<file path="src/rtl/ntt_pkg.sv">
// Shared constants, mode encoding and AGU state encoding for the Kyber NTT datapath.
`timescale 1ns/1ps
package ntt_pkg;

  localparam int N       = 256;
  localparam int NLAYERS = 7;
  localparam int Q       = 3329;
  localparam int INV128  = 3303;

  localparam logic MODE_NTT  = 1'b0;
  localparam logic MODE_INTT = 1'b1;

  typedef enum logic [2:0] {
    AGU_IDLE  = 3'd0,
    AGU_RUN   = 3'd1,
    AGU_GAP   = 3'd2,
    AGU_DRAIN = 3'd3,
    AGU_DONE  = 3'd4
  } agu_state_e;

  // log2 of the butterfly span L: NTT shrinks from 128 to 2, INTT grows from 2 to 128.
  function automatic logic [2:0] layer_log2_len(input logic mode, input logic [2:0] layer);
    if (mode == MODE_INTT) begin
      return layer + 3'd1;
    end
    return 3'd7 - layer;
  endfunction

endpackage

</file>
<file path="src/rtl/ntt_addr_map.sv">
// Combinational butterfly address / twiddle index map: (mode, layer, j) -> (up, dn, zeta_idx).
`timescale 1ns/1ps
module ntt_addr_map
  import ntt_pkg::*;
(
  input  logic       mode,
  input  logic [2:0] layer,
  input  logic [6:0] j,
  output logic [7:0] up,
  output logic [7:0] dn,
  output logic [6:0] zeta_idx
);

  logic [2:0] s;
  logic [6:0] mask;
  logic [6:0] g;
  logic [6:0] o;
  logic [7:0] len;

  always_comb begin
    s    = layer_log2_len(mode, layer);
    len  = 8'd1 << s;
    // For s = 7 the 7-bit shift wraps to 0, so the mask becomes all ones as wanted.
    mask = (7'd1 << s) - 7'd1;
    g    = j >> s;
    o    = j & mask;
    up   = ({1'b0, g} << ({1'b0, s} + 4'd1)) | {1'b0, o};
    // o < L, so bit s of up is always clear and the add reduces to an OR.
    dn   = up | len;
    if (mode == MODE_INTT) begin
      // 256/L - 1 - g evaluated mod 128; the wrap at L = 2 lands exactly on 127 - g.
      zeta_idx = (7'd1 << (4'd8 - {1'b0, s})) - 7'd1 - g;
    end else begin
      zeta_idx = (7'd1 << (3'd7 - s)) + g;
    end
  end

endmodule

</file>
<file path="src/rtl/ntt_agu.sv">
// NTT/INTT address-generation unit: walks 7 layers x 128 butterflies with a drain gap between layers.
`timescale 1ns/1ps
module ntt_agu
  import ntt_pkg::*;
#(
  parameter int STAGE_GAP = 6  // legal range 1..15
) (
  input  logic       clk,
  input  logic       rst_n,
  input  logic       i_start,
  input  logic       i_sel,
  input  logic       i_stall,
  output logic       o_busy,
  output logic       o_done,
  output logic       o_e,
  output logic       o_last_e,
  output logic       o_sel,
  output logic [7:0] o_addr_up_e,
  output logic [7:0] o_addr_dn_e,
  output logic [6:0] o_zeta_idx,
  output logic [2:0] o_layer,
  output logic [2:0] dbg_state
);

  localparam logic [2:0] ST_IDLE  = 3'(AGU_IDLE);
  localparam logic [2:0] ST_RUN   = 3'(AGU_RUN);
  localparam logic [2:0] ST_GAP   = 3'(AGU_GAP);
  localparam logic [2:0] ST_DRAIN = 3'(AGU_DRAIN);
  localparam logic [2:0] ST_DONE  = 3'(AGU_DONE);

  localparam logic [3:0] GAP_LAST   = 4'(STAGE_GAP - 1);
  localparam logic [3:0] DRAIN_LAST = 4'(STAGE_GAP);
  localparam logic [2:0] LAST_LAYER = 3'(NLAYERS - 1);

  logic [2:0] state_q, state_d;
  logic [6:0] j_q, j_d;
  logic [2:0] layer_q, layer_d;
  logic [3:0] gap_q, gap_d;
  logic       sel_q;

  logic       accept;
  logic       run_mode;
  logic       issue;
  logic [7:0] up_w, dn_w;
  logic [6:0] zeta_w;

  logic       busy_q, done_q, e_q, last_e_q;
  logic [7:0] up_q, dn_q;
  logic [6:0] zeta_q;
  logic [2:0] layer_out_q;

  // Start acceptance doubles as the first issue slot of layer 0 so o_e follows start by one cycle.
  assign accept   = (state_q == ST_IDLE) && i_start;
  assign run_mode = accept ? i_sel : sel_q;
  assign issue    = (accept || (state_q == ST_RUN)) && !i_stall;

  ntt_addr_map u_addr_map (
    .mode     (run_mode),
    .layer    (layer_q),
    .j        (j_q),
    .up       (up_w),
    .dn       (dn_w),
    .zeta_idx (zeta_w)
  );

  always_comb begin
    state_d = state_q;
    j_d     = j_q;
    layer_d = layer_q;
    gap_d   = gap_q;
    case (state_q)
      ST_IDLE: begin
        if (i_start) state_d = ST_RUN;
      end
      ST_RUN: begin
      end
      ST_GAP: begin
        if (gap_q == GAP_LAST) begin
          state_d = ST_RUN;
          layer_d = layer_q + 3'd1;
          gap_d   = '0;
        end else begin
          gap_d = gap_q + 4'd1;
        end
      end
      ST_DRAIN: begin
        // One cycle longer than a layer gap so DONE is seen after the final writeback settles.
        if (gap_q == DRAIN_LAST) begin
          state_d = ST_DONE;
          gap_d   = '0;
        end else begin
          gap_d = gap_q + 4'd1;
        end
      end
      ST_DONE: begin
        state_d = ST_IDLE;
        layer_d = '0;
        j_d     = '0;
      end
      default: begin
        state_d = ST_IDLE;
      end
    endcase
    if (issue) begin
      j_d = j_q + 7'd1;
      if (j_q == 7'd127) begin
        state_d = (layer_q == LAST_LAYER) ? ST_DRAIN : ST_GAP;
      end
    end
  end

  always_ff @(posedge clk or negedge rst_n) begin
    if (!rst_n) begin
      state_q <= ST_IDLE;
      j_q     <= '0;
      layer_q <= '0;
      gap_q   <= '0;
      sel_q   <= 1'b0;
    end else begin
      state_q <= state_d;
      j_q     <= j_d;
      layer_q <= layer_d;
      gap_q   <= gap_d;
      if (accept) sel_q <= i_sel;
    end
  end

  always_ff @(posedge clk or negedge rst_n) begin
    if (!rst_n) begin
      busy_q      <= 1'b0;
      done_q      <= 1'b0;
      e_q         <= 1'b0;
      last_e_q    <= 1'b0;
      up_q        <= '0;
      dn_q        <= '0;
      zeta_q      <= '0;
      layer_out_q <= '0;
    end else begin
      busy_q   <= (state_d != ST_IDLE);
      done_q   <= (state_d == ST_DONE);
      e_q      <= issue;
      last_e_q <= issue && (layer_q == LAST_LAYER);
      if (issue) begin
        up_q        <= up_w;
        dn_q        <= dn_w;
        zeta_q      <= zeta_w;
        layer_out_q <= layer_q;
      end
    end
  end

  assign o_busy      = busy_q;
  assign o_done      = done_q;
  assign o_e         = e_q;
  assign o_last_e    = last_e_q;
  assign o_sel       = sel_q;
  assign o_addr_up_e = up_q;
  assign o_addr_dn_e = dn_q;
  assign o_zeta_idx  = zeta_q;
  assign o_layer     = layer_out_q;
  assign dbg_state   = state_q;

endmodule

</file>
<file path="config.mk">
export PLATFORM = sky130hd
export DESIGN_NAME = ntt_agu
export DESIGN_NICKNAME = d
export VERILOG_FILES = /design/src/rtl/ntt_pkg.sv /design/src/rtl/ntt_addr_map.sv /design/src/rtl/ntt_agu.sv
export SDC_FILE = /design/constraint.sdc
export NUM_CORES = 1
export LEC_CHECK = 0
export ABC_CLOCK_PERIOD_IN_PS = 5000
export CAP_MARGIN = 10
export CORE_MARGIN = 4
export CORE_UTILIZATION = 40
export DETAILED_ROUTE_END_ITERATION = 16
export MAX_ROUTING_LAYER = met4
export PLACE_DENSITY_LB_ADDON = 0.25
export REMOVE_ABC_BUFFERS = 1
export SYNTH_ARGS = -nofsm -noshare
export SYNTH_HDL_FRONTEND = slang
export SYNTH_SLANG_ARGS = --single-unit
</file>
<file path="constraint.sdc">
create_clock -name clk -period 5 [get_ports clk]
set_input_delay 0.5 -clock clk [delete_from_list [all_inputs] [get_ports clk]]
set_output_delay 0.5 -clock clk [all_outputs]
set_load 0.02 [all_outputs]
</file>
==> results of run 1 <==
## state kept, by name, indices dropped and copies added, names as in the netlist
name	cells
o_last_e	1
o_done	1
o_e	1
layer_q	3
o_busy	1
gap_q	4
o_addr_dn_e	8
o_addr_up_e	8
o_sel	1
o_zeta_idx	7
j_q	7
dbg_state	3
o_layer	3
## worst reg2reg max path, stage by stage, from the launching register on
cell	delay (ns)
dfrtp_1	0.55
nor4b_4	0.44
mux2i_1	0.44
xnor2_4	0.21
inv_2	0.06
nor2_1	0.25
nand2_1	0.14
and2_1	0.19
ha_1	0.20
fa_1	0.40
a21o_1	0.17
a21oi_1	0.22
o21bai_1	0.09
a21oi_1	0.17
xor2_1	0.17
nor3_1	0.06
a211o_1	0.23
## area by class of cell
class | instances | area share, %
clock buffer | 6 | 2.02
clock inverter | 2 | 0.337
inverter | 21 | 1.93
multi-input combinational | 332 | 52.0
sequential | 48 | 29.4
tap | 105 | 3.21
timing repair buffer | 47 | 11.1
## cell families (layout without fill, tap and decap cells)
logic type               after synthesis  count (layout)  synth area share [%]
flip-flops                            48              48                  34.5
buffers and inverters                 41              76                  4.46
AO/OA/AOI/OAI                        120             120                  21.8
multiplexers                          12              12                  3.85
AND/OR/NAND/NOR                      161             161                  22.0
XOR/XNOR                              15              15                  4.31
adder cells (fa/ha/maj)               24              24                  9.06
## report_power, final
| group | total (W) | switching [W] | internal (W) |
|---|---|---|---|
| Clock | 0.000257 | 0.000144 | 0.000113 |
| Sequential | 0.000476 | 0.0000403 | 0.000436 |
| Combinational | 0.000398 | 0.000225 | 0.000172 |
| Total | 0.00113 | 0.000410 | 0.000722 |
## placed cells by master, fill, tap and decap left out, drive strengths merged, types with 3 or more instances in the layout
| cell | n |
|---|---|
| nor2 | 42 |
| a21o | 6 |
| nand4 | 4 |
| inv | 21 |
| buf | 10 |
| and3 | 6 |
| clkbuf | 6 |
| o211ai | 3 |
| nand3 | 17 |
| and2 | 3 |
| a221oi | 3 |
| nand2 | 59 |
| dfrtp | 48 |
| ha | 22 |
| o21ai | 37 |
| o21a | 3 |
| a31oi | 8 |
| mux2i | 10 |
| nand2b | 7 |
| xor2 | 4 |
| xnor2 | 11 |
| nor3 | 6 |
| clkdlybuf4s50 | 37 |
| a21oi | 33 |
| nor2b | 8 |
## worst paths after layout
kind / from / to / slack, ns / cells after the start
max in group asynchronous: rst_n / o_layer[1]$_DFFE_PN0P_ / 4.33 / 2
max: i_start / o_zeta_idx[6]$_DFFE_PN0P_ / 0.84 / 17
min: rst_n / o_zeta_idx[4]$_DFFE_PN0P_ / 0.15 / 1
min reg2reg: o_addr_up_e[7]$_DFFE_PN0P_ / o_addr_up_e[7]$_DFFE_PN0P_ / 0.48 / 2
max reg2reg: dbg_state[0]$_DFF_PN0_ / o_zeta_idx[6]$_DFFE_PN0P_ / 0.90 / 16
min in group clk: o_addr_up_e[7]$_DFFE_PN0P_ / o_addr_up_e[7]$_DFFE_PN0P_ / 0.48 / 2
## metrics by stage
| step | std cells | area (um2) | power, W |
|---|---|---|---|
| 2_1_floorplan | 401 | 3400 | 0.000721 |
| 3_3_place_gp | 552 | 3970 | 0.000874 |
| 3_5_place_dp | 552 | 3970 | 0.000882 |
| 4_1_cts | 560 | 4070 | 0.00114 |
| 5_1_grt | 561 | 4090 | 0.00121 |
| 6_report | 561 | 4090 | 0.00113 |
## routing by layer
metal,wire (um),GRT usage (%)
met1,4340,27.6
met2,4100,29.7
met3,633,2.82
met4,145,5.62
met5,0,-
==> impl_metrics.toml, run 1 <==
[timing]
setup_violations = 0
max_freq_ghz = 0.241
whs_ns = 0.154
fin_skew_ns = 0.0142
worst_pin_slew_ns = 0.576
setup_slack_ns = 0.845
fin_setup_tns_ns = 0
rsz0062_at_grt = "no"
hold_violations = 0
slew_headroom_pct = 61.5
finalCritPeriodShare_pct = 83.1
final.min_clock_period_ns = 4.16
maxSlewViolCount = 0

[setup_path]
crit_path_start_kind = "input pin"
end_kind = "flop"
crit_top_cell = "a21oi_1"
cp_max_fo = 7
critPathRequiredTime_ns = 5.22
path_buf_inv = 2
path_delay_family = "simple AND/OR/NAND/NOR gates"
criticalPathCategory = "input pin to flop"
critPathSlowestCell = "clkdlybuf4s50_1"
cp_slowest_stage_delay_ns = 0.49
path_cells = "clkdlybuf4s50_1, nor4b_4, mux2i_1, xnor2_4, inv_2, nor2_1, nand2_1, and2_1, ha_1, fa_1, a21o_1, a21oi_1, o21bai_1, a21oi_1, xor2_1, nor3_1, a211o_1"
arrival_ns = 4.37

[flow_run]
cap_viol_max_count = 0

[cts]
hold_buffers = 0
cts.sinks = 48
cts.path.max_buffers = 2
cts_max_level = 2
cts_buffers = 5
clk_latency_ns = 0.32
clk_pin_slew_worst_paths_ns = 0.10
cts-root-buf = "clkbuf_8"
cts_tree = "done"
cts_resized = 0
cts_setup_buffers = 0

[place]
hpwl_um = 6640
dp_slack_ns = 0.523
io_buffers = 38
place.gp.congestion = 0.918

[drt]
routed_wl_um = 9220
drc = 0
drtAntennaViolNets = 0
first_iter_violations = 175
wl_per_cell_um = 16.4
dr_total_vias = 3139
first_pass_iters = 4
via_per_inst = 5.60

[grt]
grt_use_total_pct = 19.7
grt_pass1_vias = 3017
grt-ovfl-total = 0
antenna_found_initial = 0
grt_pass1_wl_um = 15400
grt_max_degree = 49

[logic_synthesis]
synth_commonest_cells = "nand2_1, dfrtp_1, nor2_1"
synth-seq-cells = 48
synth_edf_count = 0
syn_area_um2 = 3480
syn_inst = 421
yosys.area.top_type = "dfrtp_1"
synth.most_common_cell = "nand2_1"
seq_area_frac_synth_pct = 34.5
netlist.area_leader.share_pct = 34.5
avgSynthCellArea_um2 = 8.27
yosys-top-cells-area = "dfrtp_1, ha_1, nand2_1"
synthFlopType = "dfrtp_1"
synth-async-reset-ratio_pct = 100
synthDistinctLibCells = 61
ys_warn_count = 0

[final_layout]
fillCellCount = 830
seq_area_um2 = 1200
fin_nets = 484
antenna_cells = 0
syn2layout_area_growth_pct = 17.4
drive_gt1_share_pct = 6.80
final_util_pct = 49.0
multi_input_area_um2 = 2120

[power_and_ir_drop]
peakVddDrop_uv = 120
p_per_area_nw_per_um2 = 277
p_leak_nw = 1.80

[floorplan]
rows = 33
die_y_um = 101
die-area_um2 = 10300
start_util_pct = 41.7
design.core.area_um2 = 8340
fp.dieW_um = 101
io_pins = 39

[outcome]
status = "complete, no violations"

[min_path]
hold_path.class = "input pin to asynchronous set/reset pin"
(Power assumes the default switching activity.)
==> run 2, diff against run 1 <==
ABC_CLOCK_PERIOD_IN_PS = 3900   (was 5000)
clock period = 3.9 ns   (was 5 ns; I/O delays follow)
==> run 2 against run 1 <==
Effect of this change:
- routed wire length rose by 0.78%
- sequential power rose by 29%
- global-route usage increased by 0.33 points
- hold slack worse by 0.078 ns
- clock-buffer cell count stayed put
- via count increased by 2.6%
- largest power group unchanged
==> impl_metrics.toml, run 2 (synthesis gave the netlist of run 1 again) <==
[drt]
dr_total_vias = 3222
drc = 0
first_pass_iters = 6
via_per_inst = 5.51
first_iter_violations = 198
drtAntennaViolNets = 0
wl_per_cell_um = 15.9
routed_wl_um = 9290

[cts]
cts_buffers = 5
cts.sinks = 48
cts_resized = 0
hold_buffers = 0
cts.path.max_buffers = 2
clk_pin_slew_worst_paths_ns = 0.10
cts_tree = "done"
cts_setup_buffers = 0
cts_max_level = 2
cts-root-buf = "clkbuf_8"
clk_latency_ns = 0.31

[timing]
max_freq_ghz = 0.278
hold_violations = 0
finalCritPeriodShare_pct = 92.1
rsz0062_at_grt = "no"
setup_violations = 0
slew_headroom_pct = 51.6
worst_pin_slew_ns = 0.726
fin_skew_ns = 0.0136
final.min_clock_period_ns = 3.59
maxSlewViolCount = 0

[power_and_ir_drop]
p_leak_nw = 1.91
peakVddDrop_uv = 142
p_per_area_nw_per_um2 = 348

[outcome]
status = "complete, no violations"

[grt]
grt_pass1_wl_um = 15900
grt_max_degree = 49
grt-ovfl-total = 0
grt_pass1_vias = 3053
antenna_found_initial = 0
grt_use_total_pct = 20.0

[place]
place.gp.congestion = 0.963
hpwl_um = 6780
dp.cells = 576
io_buffers = 38

[final_layout]
antenna_cells = 0
final_util_pct = 51.2
drive_gt1_share_pct = 11.5
layoutNonFillerInstCount = 585
fillCellCount = 833
syn2layout_area_growth_pct = 22.6
layout_common_cells = "nand2_1, dfrtp_1, nor2_1"
fin_nets = 508
final_common_cell = "nand2_1"

[setup_path]
arrival_ns = 3.79
cp_max_fo = 7
crit_path_start_kind = "flop"
end_kind = "flop"
critPathRequiredTime_ns = 4.10
criticalPathCategory = "flop to flop"

[floorplan]
fp.dieW_um = 101
die-area_um2 = 10300
start_util_pct = 41.7
io_pins = 39
design.core.area_um2 = 8340
rows = 33
die_y_um = 101

[min_path]
hold_path.class = "input pin to asynchronous set/reset pin"

[flow_run]
cap_viol_max_count = 0
[run 2: where the power goes]
group          internal [W]  total, W  switching, W
Clock              0.000146  0.000334      0.000188
Combinational      0.000248  0.000538      0.000290
Sequential         0.000559  0.000613     0.0000536
Total              0.000953   0.00148      0.000532
[run 2: critical path: stages, from the launching register on]
cell      delay [ns]
dfrtp_1         0.47
ha_1            0.35
nand2_1         0.08
a21bo_2         0.23
nand2_2         0.08
mux4_2          0.55
ha_1            0.26
fa_1            0.39
a21o_1          0.17
a21oi_1         0.20
o21bai_1        0.08
a21oi_1         0.17
xor2_1          0.16
nor3_1          0.06
a211o_1         0.23
[run 2: path summary, 6_finish.rpt]
| path | start | endpoint | depth (start not counted) | slack, ns |
|---|---|---|---|---|
| max | layer_q[1]$_DFFE_PN0P_ | o_zeta_idx[6]$_DFFE_PN0P_ | 14 | 0.31 |
| min | rst_n | o_e$_DFF_PN0_ | 1 | 0.08 |
| max reg2reg | layer_q[1]$_DFFE_PN0P_ | o_zeta_idx[6]$_DFFE_PN0P_ | 14 | 0.31 |
| min reg2reg | o_addr_up_e[7]$_DFFE_PN0P_ | o_addr_up_e[7]$_DFFE_PN0P_ | 2 | 0.49 |
| max in group asynchronous | rst_n | o_zeta_idx[0]$_DFFE_PN0P_ | 2 | 3.29 |
| min in group clk | o_addr_up_e[7]$_DFFE_PN0P_ | o_addr_up_e[7]$_DFFE_PN0P_ | 2 | 0.49 |
[run 2: cell type report]
| class | instances | area, um2 | area share (%) |
|---|---|---|---|
| clock buffer | 6 | 82.6 | 1.94 |
| clock inverter | 2 | 13.8 | 0.323 |
| inverter | 21 | 78.8 | 1.85 |
| multi-input combinational | 332 | 2120 | 49.8 |
| sequential | 48 | 1200 | 28.2 |
| tap | 105 | 131 | 3.08 |
| timing repair buffer | 71 | 636 | 14.9 |
[run 2: metrics by stage]
step,TNS (ns),instance area [um2],hold slack (ns),total power [W],setup WS (ns)
floorplan,-0.482,3400,0.0944,0.000924,-0.381
global placement,0,4150,0.459,0.00115,0.0703
detailed placement,0,4150,0.469,0.00116,0.0260
CTS,0,4250,0.330,0.00150,0.331
global route,0,4270,0.114,0.00159,0.0542
finish,0,4270,0.0762,0.00148,0.309
[run 2: routing by layer]
metal	vias to the layer above	GRT usage, %	wire [um]
met5	-	-	0
met4	0	4.60	113
met3	10	2.48	541
met2	89	29.8	4340
met1	1530	29.1	4290
li1	1593	-	-
